===== src/rtl/id_ex_pipe_reg_if.sv =====
// ID->EX stage bundle: decode-side offer (in_*) and execute-side delivery (out_*) with valid/ready.
interface id_ex_pipe_reg_if #(
    parameter int XLEN = 32,
    parameter int RAW  = 5,
    parameter int WB_W = 2,
    parameter int M_W  = 3
);
    logic            in_valid;
    logic            in_ready;
    logic [WB_W-1:0] in_wb;
    logic [M_W-1:0]  in_m;
    logic [3:0]      in_ex;
    logic [XLEN-1:0] in_pc;
    logic [XLEN-1:0] in_rdata1;
    logic [XLEN-1:0] in_rdata2;
    logic [XLEN-1:0] in_imm;
    logic [RAW-1:0]  in_rs1;
    logic [RAW-1:0]  in_rs2;
    logic [RAW-1:0]  in_rd;

    logic            out_valid;
    logic            out_ready;
    logic [WB_W-1:0] out_wb;
    logic [M_W-1:0]  out_m;
    logic            out_regdst;
    logic [1:0]      out_aluop;
    logic            out_alusrc;
    logic [XLEN-1:0] out_pc;
    logic [XLEN-1:0] out_rdata1;
    logic [XLEN-1:0] out_rdata2;
    logic [XLEN-1:0] out_imm;
    logic [RAW-1:0]  out_rs1;
    logic [RAW-1:0]  out_rs2;
    logic [RAW-1:0]  out_rd;

    modport slave (
        input  in_valid, in_wb, in_m, in_ex, in_pc, in_rdata1, in_rdata2, in_imm,
               in_rs1, in_rs2, in_rd, out_ready,
        output in_ready, out_valid, out_wb, out_m, out_regdst, out_aluop, out_alusrc,
               out_pc, out_rdata1, out_rdata2, out_imm, out_rs1, out_rs2, out_rd
    );

    modport master (
        output in_valid, in_wb, in_m, in_ex, in_pc, in_rdata1, in_rdata2, in_imm,
               in_rs1, in_rs2, in_rd, out_ready,
        input  in_ready, out_valid, out_wb, out_m, out_regdst, out_aluop, out_alusrc,
               out_pc, out_rdata1, out_rdata2, out_imm, out_rs1, out_rs2, out_rd
    );
endinterface


===== src/rtl/id_ex_pipe_reg.sv =====
// ID->EX elastic register, 1-cycle latency; a 2-entry skid keeps in_ready a flop output, which
// drops only while both entries are held. Flush empties both entries; perf counters saturate.
module id_ex_pipe_reg #(
    parameter int XLEN  = 32,
    parameter int RAW   = 5,
    parameter int WB_W  = 2,
    parameter int M_W   = 3,
    parameter int CNT_W = 16
) (
    input  logic             clk,
    input  logic             rst_n,
    input  logic             flush,
    input  logic             cnt_clr,
    id_ex_pipe_reg_if.slave  bus,
    output logic [CNT_W-1:0] stall_cnt,
    output logic [CNT_W-1:0] bubble_cnt
);
    typedef struct packed {
        logic [WB_W-1:0] wb;
        logic [M_W-1:0]  m;
        logic [3:0]      ex;
        logic [XLEN-1:0] pc;
        logic [XLEN-1:0] rdata1;
        logic [XLEN-1:0] rdata2;
        logic [XLEN-1:0] imm;
        logic [RAW-1:0]  rs1;
        logic [RAW-1:0]  rs2;
        logic [RAW-1:0]  rd;
    } entry_t;

    localparam logic [1:0] S_EMPTY = 2'b00;
    localparam logic [1:0] S_FULL1 = 2'b10;
    localparam logic [1:0] S_FULL2 = 2'b11;
    localparam logic [CNT_W-1:0] CNT_MAX = '1;

    entry_t           in_ent;
    entry_t           main_q, main_d, skid_q, skid_d;
    logic             main_vld_q, main_vld_d, skid_vld_q, skid_vld_d;
    logic             in_ready_q, in_ready_d;
    logic [CNT_W-1:0] stall_q, stall_d, bubble_q, bubble_d;
    logic [1:0]       state;
    logic             accept, emit;

    assign in_ent = '{wb: bus.in_wb, m: bus.in_m, ex: bus.in_ex, pc: bus.in_pc,
                      rdata1: bus.in_rdata1, rdata2: bus.in_rdata2, imm: bus.in_imm,
                      rs1: bus.in_rs1, rs2: bus.in_rs2, rd: bus.in_rd};

    assign state  = {main_vld_q, skid_vld_q};
    assign accept = bus.in_valid && in_ready_q;
    assign emit   = main_vld_q && bus.out_ready;

    always_comb begin
        main_d     = main_q;
        skid_d     = skid_q;
        main_vld_d = main_vld_q;
        skid_vld_d = skid_vld_q;
        if (flush) begin
            main_vld_d = 1'b0;
            skid_vld_d = 1'b0;
        end else begin
            case (state)
                S_FULL1: begin
                    if (accept && emit) begin
                        main_d = in_ent;
                    end else if (accept) begin
                        skid_d     = in_ent;
                        skid_vld_d = 1'b1;
                    end else if (emit) begin
                        main_vld_d = 1'b0;
                    end
                end
                S_FULL2: begin
                    // in_ready is low here, so only the skid-to-main shift can happen
                    if (emit) begin
                        main_d     = skid_q;
                        skid_vld_d = 1'b0;
                    end
                end
                default: begin
                    if (accept) begin
                        main_d     = in_ent;
                        main_vld_d = 1'b1;
                    end
                end
            endcase
        end
        in_ready_d = !skid_vld_d;
    end

    always_comb begin
        stall_d  = stall_q;
        bubble_d = bubble_q;
        if (cnt_clr) begin
            stall_d  = '0;
            bubble_d = '0;
        end else begin
            if (main_vld_q && !bus.out_ready && stall_q != CNT_MAX) begin
                stall_d = stall_q + 1'b1;
            end
            if (!main_vld_q && bus.out_ready && bubble_q != CNT_MAX) begin
                bubble_d = bubble_q + 1'b1;
            end
        end
    end

    always_ff @(posedge clk or negedge rst_n) begin
        if (!rst_n) begin
            main_q     <= '0;
            skid_q     <= '0;
            main_vld_q <= 1'b0;
            skid_vld_q <= 1'b0;
            in_ready_q <= 1'b0;
            stall_q    <= '0;
            bubble_q   <= '0;
        end else begin
            main_q     <= main_d;
            skid_q     <= skid_d;
            main_vld_q <= main_vld_d;
            skid_vld_q <= skid_vld_d;
            in_ready_q <= in_ready_d;
            stall_q    <= stall_d;
            bubble_q   <= bubble_d;
        end
    end

    assign bus.in_ready   = in_ready_q;
    assign bus.out_valid  = main_vld_q;
    assign bus.out_wb     = main_vld_q ? main_q.wb : '0;
    assign bus.out_m      = main_vld_q ? main_q.m : '0;
    assign bus.out_regdst = main_vld_q & main_q.ex[3];
    assign bus.out_aluop  = main_vld_q ? main_q.ex[2:1] : 2'b00;
    assign bus.out_alusrc = main_vld_q & main_q.ex[0];
    assign bus.out_pc     = main_q.pc;
    assign bus.out_rdata1 = main_q.rdata1;
    assign bus.out_rdata2 = main_q.rdata2;
    assign bus.out_imm    = main_q.imm;
    assign bus.out_rs1    = main_q.rs1;
    assign bus.out_rs2    = main_q.rs2;
    assign bus.out_rd     = main_q.rd;
    assign stall_cnt      = stall_q;
    assign bubble_cnt     = bubble_q;
endmodule


===== src/flat_wrapper.sv =====
// flat-port wrapper written by rule: the top's interface ports become plain ports
module id_ex_pipe_reg_flat 
#(
    parameter int XLEN  = 32,
    parameter int RAW   = 5,
    parameter int WB_W  = 2,
    parameter int M_W   = 3,
    parameter int CNT_W = 16
)
  (clk, rst_n, flush, cnt_clr, stall_cnt, bubble_cnt, bus_in_valid, bus_in_wb, bus_in_m, bus_in_ex, bus_in_pc, bus_in_rdata1, bus_in_rdata2, bus_in_imm, bus_in_rs1, bus_in_rs2, bus_in_rd, bus_out_ready, bus_in_ready, bus_out_valid, bus_out_wb, bus_out_m, bus_out_regdst, bus_out_aluop, bus_out_alusrc, bus_out_pc, bus_out_rdata1, bus_out_rdata2, bus_out_imm, bus_out_rs1, bus_out_rs2, bus_out_rd);
  id_ex_pipe_reg_if #(.XLEN(XLEN), .RAW(RAW), .WB_W(WB_W), .M_W(M_W)) bus_i ();
  input  logic clk;
  input  logic rst_n;
  input  logic flush;
  input  logic cnt_clr;
  output logic [CNT_W-1:0] stall_cnt;
  output logic [CNT_W-1:0] bubble_cnt;
  input wire logic [$bits(bus_i.in_valid)-1:0] bus_in_valid;
  input wire logic [$bits(bus_i.in_wb)-1:0] bus_in_wb;
  input wire logic [$bits(bus_i.in_m)-1:0] bus_in_m;
  input wire logic [$bits(bus_i.in_ex)-1:0] bus_in_ex;
  input wire logic [$bits(bus_i.in_pc)-1:0] bus_in_pc;
  input wire logic [$bits(bus_i.in_rdata1)-1:0] bus_in_rdata1;
  input wire logic [$bits(bus_i.in_rdata2)-1:0] bus_in_rdata2;
  input wire logic [$bits(bus_i.in_imm)-1:0] bus_in_imm;
  input wire logic [$bits(bus_i.in_rs1)-1:0] bus_in_rs1;
  input wire logic [$bits(bus_i.in_rs2)-1:0] bus_in_rs2;
  input wire logic [$bits(bus_i.in_rd)-1:0] bus_in_rd;
  input wire logic [$bits(bus_i.out_ready)-1:0] bus_out_ready;
  output wire logic [$bits(bus_i.in_ready)-1:0] bus_in_ready;
  output wire logic [$bits(bus_i.out_valid)-1:0] bus_out_valid;
  output wire logic [$bits(bus_i.out_wb)-1:0] bus_out_wb;
  output wire logic [$bits(bus_i.out_m)-1:0] bus_out_m;
  output wire logic [$bits(bus_i.out_regdst)-1:0] bus_out_regdst;
  output wire logic [$bits(bus_i.out_aluop)-1:0] bus_out_aluop;
  output wire logic [$bits(bus_i.out_alusrc)-1:0] bus_out_alusrc;
  output wire logic [$bits(bus_i.out_pc)-1:0] bus_out_pc;
  output wire logic [$bits(bus_i.out_rdata1)-1:0] bus_out_rdata1;
  output wire logic [$bits(bus_i.out_rdata2)-1:0] bus_out_rdata2;
  output wire logic [$bits(bus_i.out_imm)-1:0] bus_out_imm;
  output wire logic [$bits(bus_i.out_rs1)-1:0] bus_out_rs1;
  output wire logic [$bits(bus_i.out_rs2)-1:0] bus_out_rs2;
  output wire logic [$bits(bus_i.out_rd)-1:0] bus_out_rd;
  assign bus_i.in_valid = bus_in_valid;
  assign bus_i.in_wb = bus_in_wb;
  assign bus_i.in_m = bus_in_m;
  assign bus_i.in_ex = bus_in_ex;
  assign bus_i.in_pc = bus_in_pc;
  assign bus_i.in_rdata1 = bus_in_rdata1;
  assign bus_i.in_rdata2 = bus_in_rdata2;
  assign bus_i.in_imm = bus_in_imm;
  assign bus_i.in_rs1 = bus_in_rs1;
  assign bus_i.in_rs2 = bus_in_rs2;
  assign bus_i.in_rd = bus_in_rd;
  assign bus_i.out_ready = bus_out_ready;
  assign bus_in_ready = bus_i.in_ready;
  assign bus_out_valid = bus_i.out_valid;
  assign bus_out_wb = bus_i.out_wb;
  assign bus_out_m = bus_i.out_m;
  assign bus_out_regdst = bus_i.out_regdst;
  assign bus_out_aluop = bus_i.out_aluop;
  assign bus_out_alusrc = bus_i.out_alusrc;
  assign bus_out_pc = bus_i.out_pc;
  assign bus_out_rdata1 = bus_i.out_rdata1;
  assign bus_out_rdata2 = bus_i.out_rdata2;
  assign bus_out_imm = bus_i.out_imm;
  assign bus_out_rs1 = bus_i.out_rs1;
  assign bus_out_rs2 = bus_i.out_rs2;
  assign bus_out_rd = bus_i.out_rd;
  id_ex_pipe_reg #(.XLEN(XLEN), .RAW(RAW), .WB_W(WB_W), .M_W(M_W), .CNT_W(CNT_W)) u_core (.clk(clk), .rst_n(rst_n), .flush(flush), .cnt_clr(cnt_clr), .bus(bus_i), .stall_cnt(stall_cnt), .bubble_cnt(bubble_cnt));
endmodule

===== config.mk =====
export PLATFORM = sky130hd
export DESIGN_NAME = id_ex_pipe_reg_flat
export DESIGN_NICKNAME = d
export VERILOG_FILES = /design/src/rtl/id_ex_pipe_reg_if.sv /design/src/rtl/id_ex_pipe_reg.sv /design/src/flat_wrapper.sv
export SDC_FILE = /design/constraint.sdc
export NUM_CORES = 1
export LEC_CHECK = 0
export CAP_MARGIN = 20
export CORE_MARGIN = 2
export CORE_UTILIZATION = 37
export CTS_CLUSTER_DIAMETER = 40
export DETAILED_ROUTE_END_ITERATION = 16
export GPL_TIMING_DRIVEN = 0
export PLACE_DENSITY = 0.73
export SLEW_MARGIN = 20
export SYNTH_ARGS = -nofsm -noshare
export SYNTH_HDL_FRONTEND = slang
export SYNTH_SLANG_ARGS = --single-unit

===== constraint.sdc =====
create_clock -name clk -period 4 [get_ports clk]
set_input_delay 0.6 -clock clk [delete_from_list [all_inputs] [get_ports clk]]
set_output_delay 0.6 -clock clk [all_outputs]
set_load 0.005 [all_outputs]

## Word level (Yosys, flattened, before mapping)

Index checks and enable logic that the tools add are counted.

| word-level totals | value |
|---|---|
| bits in latches | 0 |
| memory bits (read-only) | 0 |
| logic and storage cells | 80 |
| input port bits | 158 |
| bits in registers | 339 |
| output and inout port bits | 186 |
| RAM bits | 0 |
| memories kept | 0 |

| operators by class | value |
|---|---|
| multiplexer cells | 22 |
| $lt $le $gt $ge | 0 |
| bitwise operators | 4 |
| divide/modulo/power cells | 0 |
| add/sub/neg operators | 2 |
| shift-type cells | 0 |
| multiply operators | 0 |
| reduce and logical (&&, ||, !) cells | 17 |
| equal/unequal tests | 10 |

Operator list:

| kind | count |
|---|---|
| $mux W152 | 3 |
| $pmux W152 S2 | 1 |
| $mux W16 | 4 |
| $add A16 B1 Y16 const B | 2 |
| $ne A16 B16 Y1 const B | 2 |
| $mux W1 | 9 |
| $reduce_and A4 Y1 | 2 |
| $logic_and A1 B1 Y1 | 7 |
| $ne A3 B3 Y1 const B | 2 |
| $reduce_bool A3 Y1 | 2 |
| $reduce_and A5 Y1 | 1 |
| $eq A2 B2 Y1 const B | 2 |
| $mux W2 | 2 |
| $ne A2 B1 Y1 const B | 2 |
| $pmux W1 S2 | 2 |
| $reduce_bool A2 Y1 | 2 |
| $logic_not A1 Y1 | 3 |
| $mux W3 | 1 |
| $ne A3 B2 Y1 const B | 1 |
| $and A1 B1 Y1 | 2 |
| $ne A2 B2 Y1 const B | 1 |
| $not A1 Y1 | 2 |

## Longest topological paths before layout

Gate-level depths: netlist of the first run.

| depth | value |
|---|---|
| word-level depth | 6 |
| mapped depth | 8 |
| mapped depth without buffers | 5 |

## Worst setup path after synthesis of the first run

OpenSTA, ideal clock, no wires.

| path | value |
|---|---|
| kind | input-to-reg |
| start | in bus_out_ready |
| end | reg u_core.skid_q[0] (netlist bit) |
| path slack | 1.914 ns |
| required time | 3.875 ns |
| stages on the path | 7 |
| buffers on the path | 3 |
| arrival | 1.961 ns |
| library setup time | 0.125 ns |
| cells stage by stage | and2b_1 -> inv_2 -> or4_1 -> buf_2 -> buf_6 -> buf_6 -> mux2_4 |

| on the way | value |
|---|---|
| longest elaborated chain between the ends | 4 |

RTL lines:

| what | RTL line | source |
|---|---|---|
| from (decl) | flat_wrapper.sv:29 | `input wire logic [$bits(bus_i.out_ready)-1:0] bus_out_ready;` |
| $logic_and A1 B1 Y1 | id_ex_pipe_reg.sv:50 | `assign emit = main_vld_q && bus.out_ready;` |
| $logic_and A1 B1 Y1 | id_ex_pipe_reg.sv:63 | `if (accept && emit) begin` |
| $not A1 Y1 (no line) | n/a |  |
| $reduce_and A4 Y1 (no line) | n/a |  |
| to (signal assigned) | id_ex_pipe_reg.sv:117 | `skid_q <= skid_d;` |
| to (decl) | id_ex_pipe_reg.sv:37 | `entry_t main_q, main_d, skid_q, skid_d;` |

Every way passes these cells.
A chain may end at the register's enable or synchronous reset.

## Worst setup path after layout of the first run

| path | value |
|---|---|
| start | reg u_core.main_vld_q, in the netlist u_core.bus.out_valid |
| end | reg u_core.main_q (netlist bit u_core.bus.out_rdata2[31]) |

| on the way | value |
|---|---|
| longest elaborated chain between the ends | 4 |
| elaborated cells between the ends (all ways) | 9 |
| classes of those cells | 4 x eq/ne; 1 x mux; 4 x reduce/logical |

RTL lines:

| what | RTL line | source |
|---|---|---|
| from (decl) | id_ex_pipe_reg.sv:38 | `logic main_vld_q, main_vld_d, skid_vld_q, skid_vld_d;` |
| from (signal assigned) | id_ex_pipe_reg.sv:118 | `main_vld_q <= main_vld_d;` |
| $logic_and A1 B1 Y1 | id_ex_pipe_reg.sv:50 |  |
| $logic_and A1 B1 Y1 | id_ex_pipe_reg.sv:63 |  |
| $ne A2 B1 Y1 (no line) | n/a |  |
| $reduce_and A4 Y1 (no line) | n/a |  |
| to (signal assigned) | id_ex_pipe_reg.sv:116 | `main_q <= main_d;` |
| to (decl) | id_ex_pipe_reg.sv:37 |  |

Several ways; a longest one is shown, not always the timed one.

==> impl_metrics.ini, run 1 <==
[sta]
worst_pin_slew_ns = 0.870
report.final.slew_viol_count = 0
final.period_utilization_pct = 77.6
final.min_clock_period_ns = 3.11
setup_viol = 0
grt_setup_unrepaired = no
report.final.hold_viol_count = 0
fin_worst_skew_ns = 0.0329
setup_ws_ns = 0.894
fmax_ghz = 0.322
hold_ws_ns = 0.502
max_slew_margin_pct = 42.0

[placed_design]
portBuffers = 343
gp_congestion = 0.810
preCtsSetupSlack_ns = 0.325
detailedPlacementHpwl_um = 30500
placed_cells_incl_taps = 2234

[global_route]
gr-total-overflow = 0
antenna_found_initial = 4
grt_first_pass_wirelength_um = 68500
grt_start_max_net_pins = 98
grt.total_usage_pct = 19.6
grt_pass1_vias = 12467

[cells_and_area]
post_layout_nonfiller_instances = 2349
drive_above_1_share_pct = 25.8
area.growth.synth_to_final_pct = 39.4
layout.cells.most_common_list = 342 x sky130_fd_sc_hd__clkdlybuf4s50_1, 339 x sky130_fd_sc_hd__dfrtp_1, 171 x sky130_fd_sc_hd__a21oi_1
fin_nets = 1910
postLayoutCoreUtil_pct = 52.0
multi_input_area_um2 = 5990
mostFrequentLayoutCell = sky130_fd_sc_hd__clkdlybuf4s50_1
ff_latch_area_um2 = 8480
n_fill_cell = 3730

[synth]
ys_seq_elements = 339
synth-async-reset-ratio_pct = 100
yosys_warnings = 0
synth-edff-count = 0
synth_cell_type_count = 46
synthSimpleGateAreaFrac_pct = 7.68
synth_flop_cell = sky130_fd_sc_hd__dfrtp_1
yosysSeqAreaShare_pct = 53.2
syn_inst = 1342
synthXorXnorAreaFrac_pct = 0.0549
mappedNetlistArea_um2 = 16000
synth_top_family_by_area = multiplexers
synthAdderAreaFrac_pct = 0.157
synth_mux_area_share_pct = 22.8
synth_compound_area_share_pct = 6.88
synth.net_count = 1502
avgSynthCellArea_um2 = 11.9

[setup_path]
critical_path_required_time_ns = 4.44
worst_setup_sp_type = flip-flop
crit_path_frequent_cell = sky130_fd_sc_hd__clkbuf_1
slowest_delay_ns = 0.76
cp_cell_sequence = buf_4 > nand2_1 > a211oi_2 > clkbuf_1 > clkbuf_1 > a21oi_1
reg2reg_setup_slack_ns = 0.89
worstPathMaxFanout = 10
timing.critical_path.arrival_ns = 3.54
cp_slowest_cell = sky130_fd_sc_hd__a211oi_2
cp-end-kind = flip-flop
worst-setup-path-type = flip-flop to flip-flop

[clock_network]
max-clock-path-buffers = 3
ctsHtreeMaxLevel = 2
tritoncts = done
clk_pin_slew_ns = 0.05
cts_made_buffers = 59
worst_skew_pair.late_latency_ns = 0.60
clock_tree.root_cell = sky130_fd_sc_hd__clkbuf_16
cts_sinks = 339
cts.hold.buffers_added = 1
cts_setup_buffers = 0
post_cts_resize_count = 0

[power_and_ir_drop]
fin_total_pwr_w = 0.0122
pwr_density_cell_nw_per_um2 = 550
irDropWorstVdd_v = 0.000325
leakage_nw = 10.7

[die]
std_cell_rows = 76
core_um2 = 42800
io_pins = 344
die_h_um = 212
die_footprint_um2 = 44800
start_util_pct = 37.3
fp.dieW_um = 212

[drt]
mean_routed_wirelength_per_cell_um = 18.6
via_count = 11533
route.detailed.vias_per_inst = 4.91
drt_wl_total_um = 43600
drcViolationCount = 0
route.antenna.remaining_nets = 0
drt-pass1-iter-count = 4
drt_iter0_drc = 515

[hold_path]
hold_path.class = flip-flop to flip-flop

[outcome]
run_status = finished, final reports clean

[flow_run]
maxCapViolCount = 0
## power breakdown
part	internal, W	switching [W]
sequential	0.00420	0.000423
combinational	0.00165	0.000829
clock	0.00323	0.00191
## layout make-up
type | count | area share [%]
flip-flops and latches | 339 | 38.1
multi-input cells | 781 | 26.9
repair buffers | 347 | 15.9
clock buffers | 65 | 6.92
plain buffers | 217 | 6.60
well taps | 546 | 3.07
clock inverters | 46 | 2.33
inverters | 5 | 0.0844
diodes | 3 | 0.0338
## per-layer routing
layer,up-vias,global-route usage [%],share of wire (%)
met5,-,0,0.030
met4,2,6.56,2.5
met3,72,6.51,7.8
met2,309,33.0,49
met1,5775,23.5,41
li1,5375,-,-
## flip-flops by register name, summed over array words and instances (netlist names)
| signal | count |
|---|---|
| u_core.bus.out_rs1 | 5 |
| u_core.stall_cnt | 16 |
| u_core.skid_q | 152 |
| u_core.bus.out_imm | 32 |
| u_core.bus.out_rdata1 | 32 |
| u_core.bus.in_ready | 1 |
| u_core.bus.out_rd | 5 |
| u_core.bus.out_pc | 32 |
| u_core.bubble_cnt | 16 |
| u_core.bus.out_rs2 | 5 |
| u_core.skid_vld_q | 1 |
| u_core.bus.out_valid | 1 |
| u_core.main_q | 9 |
| u_core.bus.out_rdata2 | 32 |
## metrics by stage
| step | cell area [um^2] | TNS (ns) |
|---|---|---|
| after global routing | 22200 | 0 |
| after floorplan | 16000 | 0 |
| final | 22200 | 0 |
| after CTS | 22200 | 0 |
| after global placement | 20100 | -4249.08 |
| after detailed placement | 20200 | 0 |
## worst max-delay path, delay by kind of cell, from the launching register on
kind | cells | cell delay [ns]
AOI/OAI and AO/OA | 2 | 0.89
buffers and inverters | 3 | 1.33
and+or+nand+nor | 1 | 0.35
DFF | 1 | 0.37
## final timing paths
| kind | from | to | cells past startpoint |
|---|---|---|---|
| worst max register to register | u_core.bus.out_valid$_DFFE_PN0P_ | u_core.bus.out_rdata2[31]$_DFFE_PN0P_ | 6 |
| worst max-delay path | u_core.bus.out_valid$_DFFE_PN0P_ | u_core.bus.out_rdata2[31]$_DFFE_PN0P_ | 6 |
| worst min register to register | u_core.skid_q[144]$_DFFE_PN0P_ | u_core.skid_q[144]$_DFFE_PN0P_ | 1 |
| max in group asynchronous | rst_n | u_core.skid_q[119]$_DFFE_PN0P_ | 3 |
| worst min-delay path | u_core.skid_q[144]$_DFFE_PN0P_ | u_core.skid_q[144]$_DFFE_PN0P_ | 1 |
| min in group asynchronous | rst_n | u_core.skid_q[67]$_DFFE_PN0P_ | 2 |
## Yosys cell counts, types with 9 or more instances
master	instances	area, um^2
sky130_fd_sc_hd__a21oi_1	171	856
sky130_fd_sc_hd__and2_1	12	75.1
sky130_fd_sc_hd__buf_1	12	45.0
sky130_fd_sc_hd__buf_2	36	180
sky130_fd_sc_hd__buf_4	144	1080
sky130_fd_sc_hd__buf_6	9	101
sky130_fd_sc_hd__clkbuf_1	16	60.1
sky130_fd_sc_hd__dfrtp_1	339	8480
sky130_fd_sc_hd__mux2_2	78	878
sky130_fd_sc_hd__mux2_4	80	1200
sky130_fd_sc_hd__mux2i_1	155	1550
sky130_fd_sc_hd__nand2_1	12	45.0
sky130_fd_sc_hd__nand4_1	9	56.3
sky130_fd_sc_hd__nor2_1	167	627
sky130_fd_sc_hd__nor2b_1	9	56.3
sky130_fd_sc_hd__or3_1	9	56.3
## cells by family (layout without fill, tap and decap cells)
| logic type | Yosys count | after routing |
|---|---|---|
| flops | 339 | 339 |
| mux | 313 | 313 |
| simple gates | 262 | 262 |
| buf+inv | 222 | 680 |
| compound gates | 203 | 203 |
| fa+ha+maj | 2 | 2 |
| xor+xnor | 1 | 1 |
| other cells | 0 | 3 |
No activity file was read; power rests on OpenSTA's default activity.
==> run 2, diff against run 1 <==
==> constraint.sdc (replaced) <==
create_clock -name clk -period 2.9 [get_ports clk]
set_input_delay 0.435 -clock clk [delete_from_list [all_inputs] [get_ports clk]]
set_output_delay 0.435 -clock clk [all_outputs]
set_load 0.005 [all_outputs]
==> run 2 against run 1 <==
Clock skew decreased by 0.0018 ns. Power is 38% higher. Die area did not move. Sequential cell count stayed put. Cell count unchanged. First-iteration DRC count decreased by 1.4%. Global-route usage barely moved. Setup slack lost 0.66 ns. Critical endpoint is now u_core.bus.out_imm[19]$_DFFE_PN0P_. Largest cell class unchanged.
==> impl_metrics.ini, run 2 (synthesis gave the netlist of run 1 again) <==
[cells_and_area]
area.growth.synth_to_final_pct = 39.5
layout.cells.most_common_list = 342 x sky130_fd_sc_hd__clkdlybuf4s50_1, 339 x sky130_fd_sc_hd__dfrtp_1, 171 x sky130_fd_sc_hd__a21oi_1
drive_above_1_share_pct = 26.1
mostFrequentLayoutCell = sky130_fd_sc_hd__clkdlybuf4s50_1
n_fill_cell = 3727
fin_nets = 1910
multi_input_area_um2 = 6000
top_register = u_core.skid_q
largest_reg_flops = 152
ff_latch_area_um2 = 8480

[setup_path]
worst-setup-path-type = flip-flop to flip-flop
crit_cells = 6
critical_path_required_time_ns = 3.35
cp-end-kind = flip-flop
cp_cell_sequence = buf_4 > nand2_1 > a211oi_4 > buf_2 > buf_1 > a21oi_1
critical_path.n_buffers_inverters = 3
slowest_delay_ns = 0.57
worstPathMaxFanout = 10
critical-path-top-delay-family = buffers and inverters
timing.critical_path.arrival_ns = 3.11
reg2regPathDepth = 6
cp_slowest_cell = sky130_fd_sc_hd__a211oi_4
worst_setup_sp_type = flip-flop

[drt]
drt_iter0_drc = 508
drcViolationCount = 0
drt-pass1-iter-count = 4
mean_routed_wirelength_per_cell_um = 18.6
drt_wl_total_um = 43600
via_count = 11525
route.antenna.remaining_nets = 0
route.detailed.vias_per_inst = 4.91

[sta]
finalSetupTns_ns = 0
max_slew_margin_pct = 42.8
grt_setup_unrepaired = no
report.final.hold_viol_count = 0
report.final.slew_viol_count = 0
fin_worst_skew_ns = 0.0311
setup_ws_ns = 0.237
setup_viol = 0
final.period_utilization_pct = 91.8
worst_pin_slew_ns = 0.859
final.min_clock_period_ns = 2.66
fmax_ghz = 0.376

[global_route]
grt.total_usage_pct = 19.6
antenna_found_initial = 4
grt_start_max_net_pins = 98
gr-total-overflow = 0
grt_pass1_vias = 12457
grt_first_pass_wirelength_um = 68500

[power_and_ir_drop]
irDropWorstVdd_v = 0.000449
leakage_nw = 10.7
net-switching-power_w = 0.00437
combinationalPowerShare_pct = 20.3
switching_share_pct = 25.9
cellInternalPower_w = 0.0125
power.share.clock_pct = 42.0
share_seq_of_total_power_pct = 37.7
fin_total_pwr_w = 0.0169
pwr_density_cell_nw_per_um2 = 759

[die]
io_pins = 344
die_footprint_um2 = 44800
fp.dieW_um = 212
start_util_pct = 37.3
std_cell_rows = 76
die_h_um = 212
core_um2 = 42800

[outcome]
run_status = finished, final reports clean

[clock_network]
worst_skew_pair.late_latency_ns = 0.60
cts_made_buffers = 59
cts_sinks = 339
cts_setup_buffers = 0
ctsHtreeMaxLevel = 2
clk_pin_slew_ns = 0.05
clock_tree.root_cell = sky130_fd_sc_hd__clkbuf_16
max-clock-path-buffers = 3
tritoncts = done

[placed_design]
detailedPlacementHpwl_um = 30500
preCtsSetupSlack_ns = -0.610
gp_congestion = 0.810
portBuffers = 343

[hold_path]
hold_path.class = input pin to async pin

[flow_run]
maxCapViolCount = 0
[run 2: changes by cell type in the layout (fill, tap and decap cells not counted), sizes merged]
cell,delta
buf,-1
clkbuf,+1
[run 2: path summary, 6_finish.rpt]
check                                                       from                                 end  slack [ns]
worst max-delay path            u_core.bus.out_valid$_DFFE_PN0P_  u_core.bus.out_imm[19]$_DFFE_PN0P_        0.24
worst min-delay path                                       rst_n       u_core.skid_q[67]$_DFFE_PN0P_        0.42
worst max register to register  u_core.bus.out_valid$_DFFE_PN0P_  u_core.bus.out_imm[19]$_DFFE_PN0P_        0.24
worst min register to register    u_core.skid_q[126]$_DFFE_PN0P_      u_core.skid_q[126]$_DFFE_PN0P_        0.50
max in group asynchronous                                  rst_n      u_core.skid_q[119]$_DFFE_PN0P_        1.49
min in group clk                                    bus_in_wb[0]      u_core.skid_q[150]$_DFFE_PN0P_        0.48
[run 2: per-layer routing]
metal / vias up / track usage (%) / part of all wire, %
met3: 74 / 6.51 / 7.7
met1: 5762 / 23.6 / 41
met2: 308 / 33.1 / 49
met4: 2 / 6.27 / 2.4
li1: 5379 / - / -
met5: - / 0 / 0.030
[run 2: stage by stage]
| stage | instances | utilization, % | hold slack, ns | cell area (um^2) |
|---|---|---|---|---|
| 6_report | 2349 | 52.0 | 0.425 | 22300 |
| 5_1_grt | 2347 | 52.0 | 0.445 | 22300 |
| 4_1_cts | 2346 | 52.0 | 0.427 | 22200 |
| 3_5_place_dp | 2234 | 47.1 | 0.468 | 20200 |
| 3_3_place_gp | 2231 | 46.9 | 0.485 | 20100 |
| 2_1_floorplan | 1342 | - | 0.139 | 16000 |
[run 2: layout make-up]
cell class / instances / area share (%)
clock inverter: 46 / 2.33
timing repair buffer: 347 / 15.9
sequential: 339 / 38.1
tap: 546 / 3.07
buffer: 217 / 6.62
inverter: 5 / 0.0843
clock buffer: 65 / 6.91
antenna: 3 / 0.0337
multi-input combinational: 781 / 27.0
[run 2: power by group through the flow]
stage                     combinational (W)  clock (W)  sequential [W]
after detailed placement            0.00345          0         0.00642
after floorplan                     0.00196          0         0.00625
after global routing                0.00373    0.00749         0.00649
final                               0.00343    0.00709         0.00637
after CTS                           0.00348    0.00725         0.00637
after global placement              0.00336          0         0.00637
[run 2: what timing repair did]
item,CTS,global route
hold buffers,1,0
setup endpoints to repair,154,10
resized for setup,5,1
pin swaps,0,1
endpoints found under the hold margin,74,0
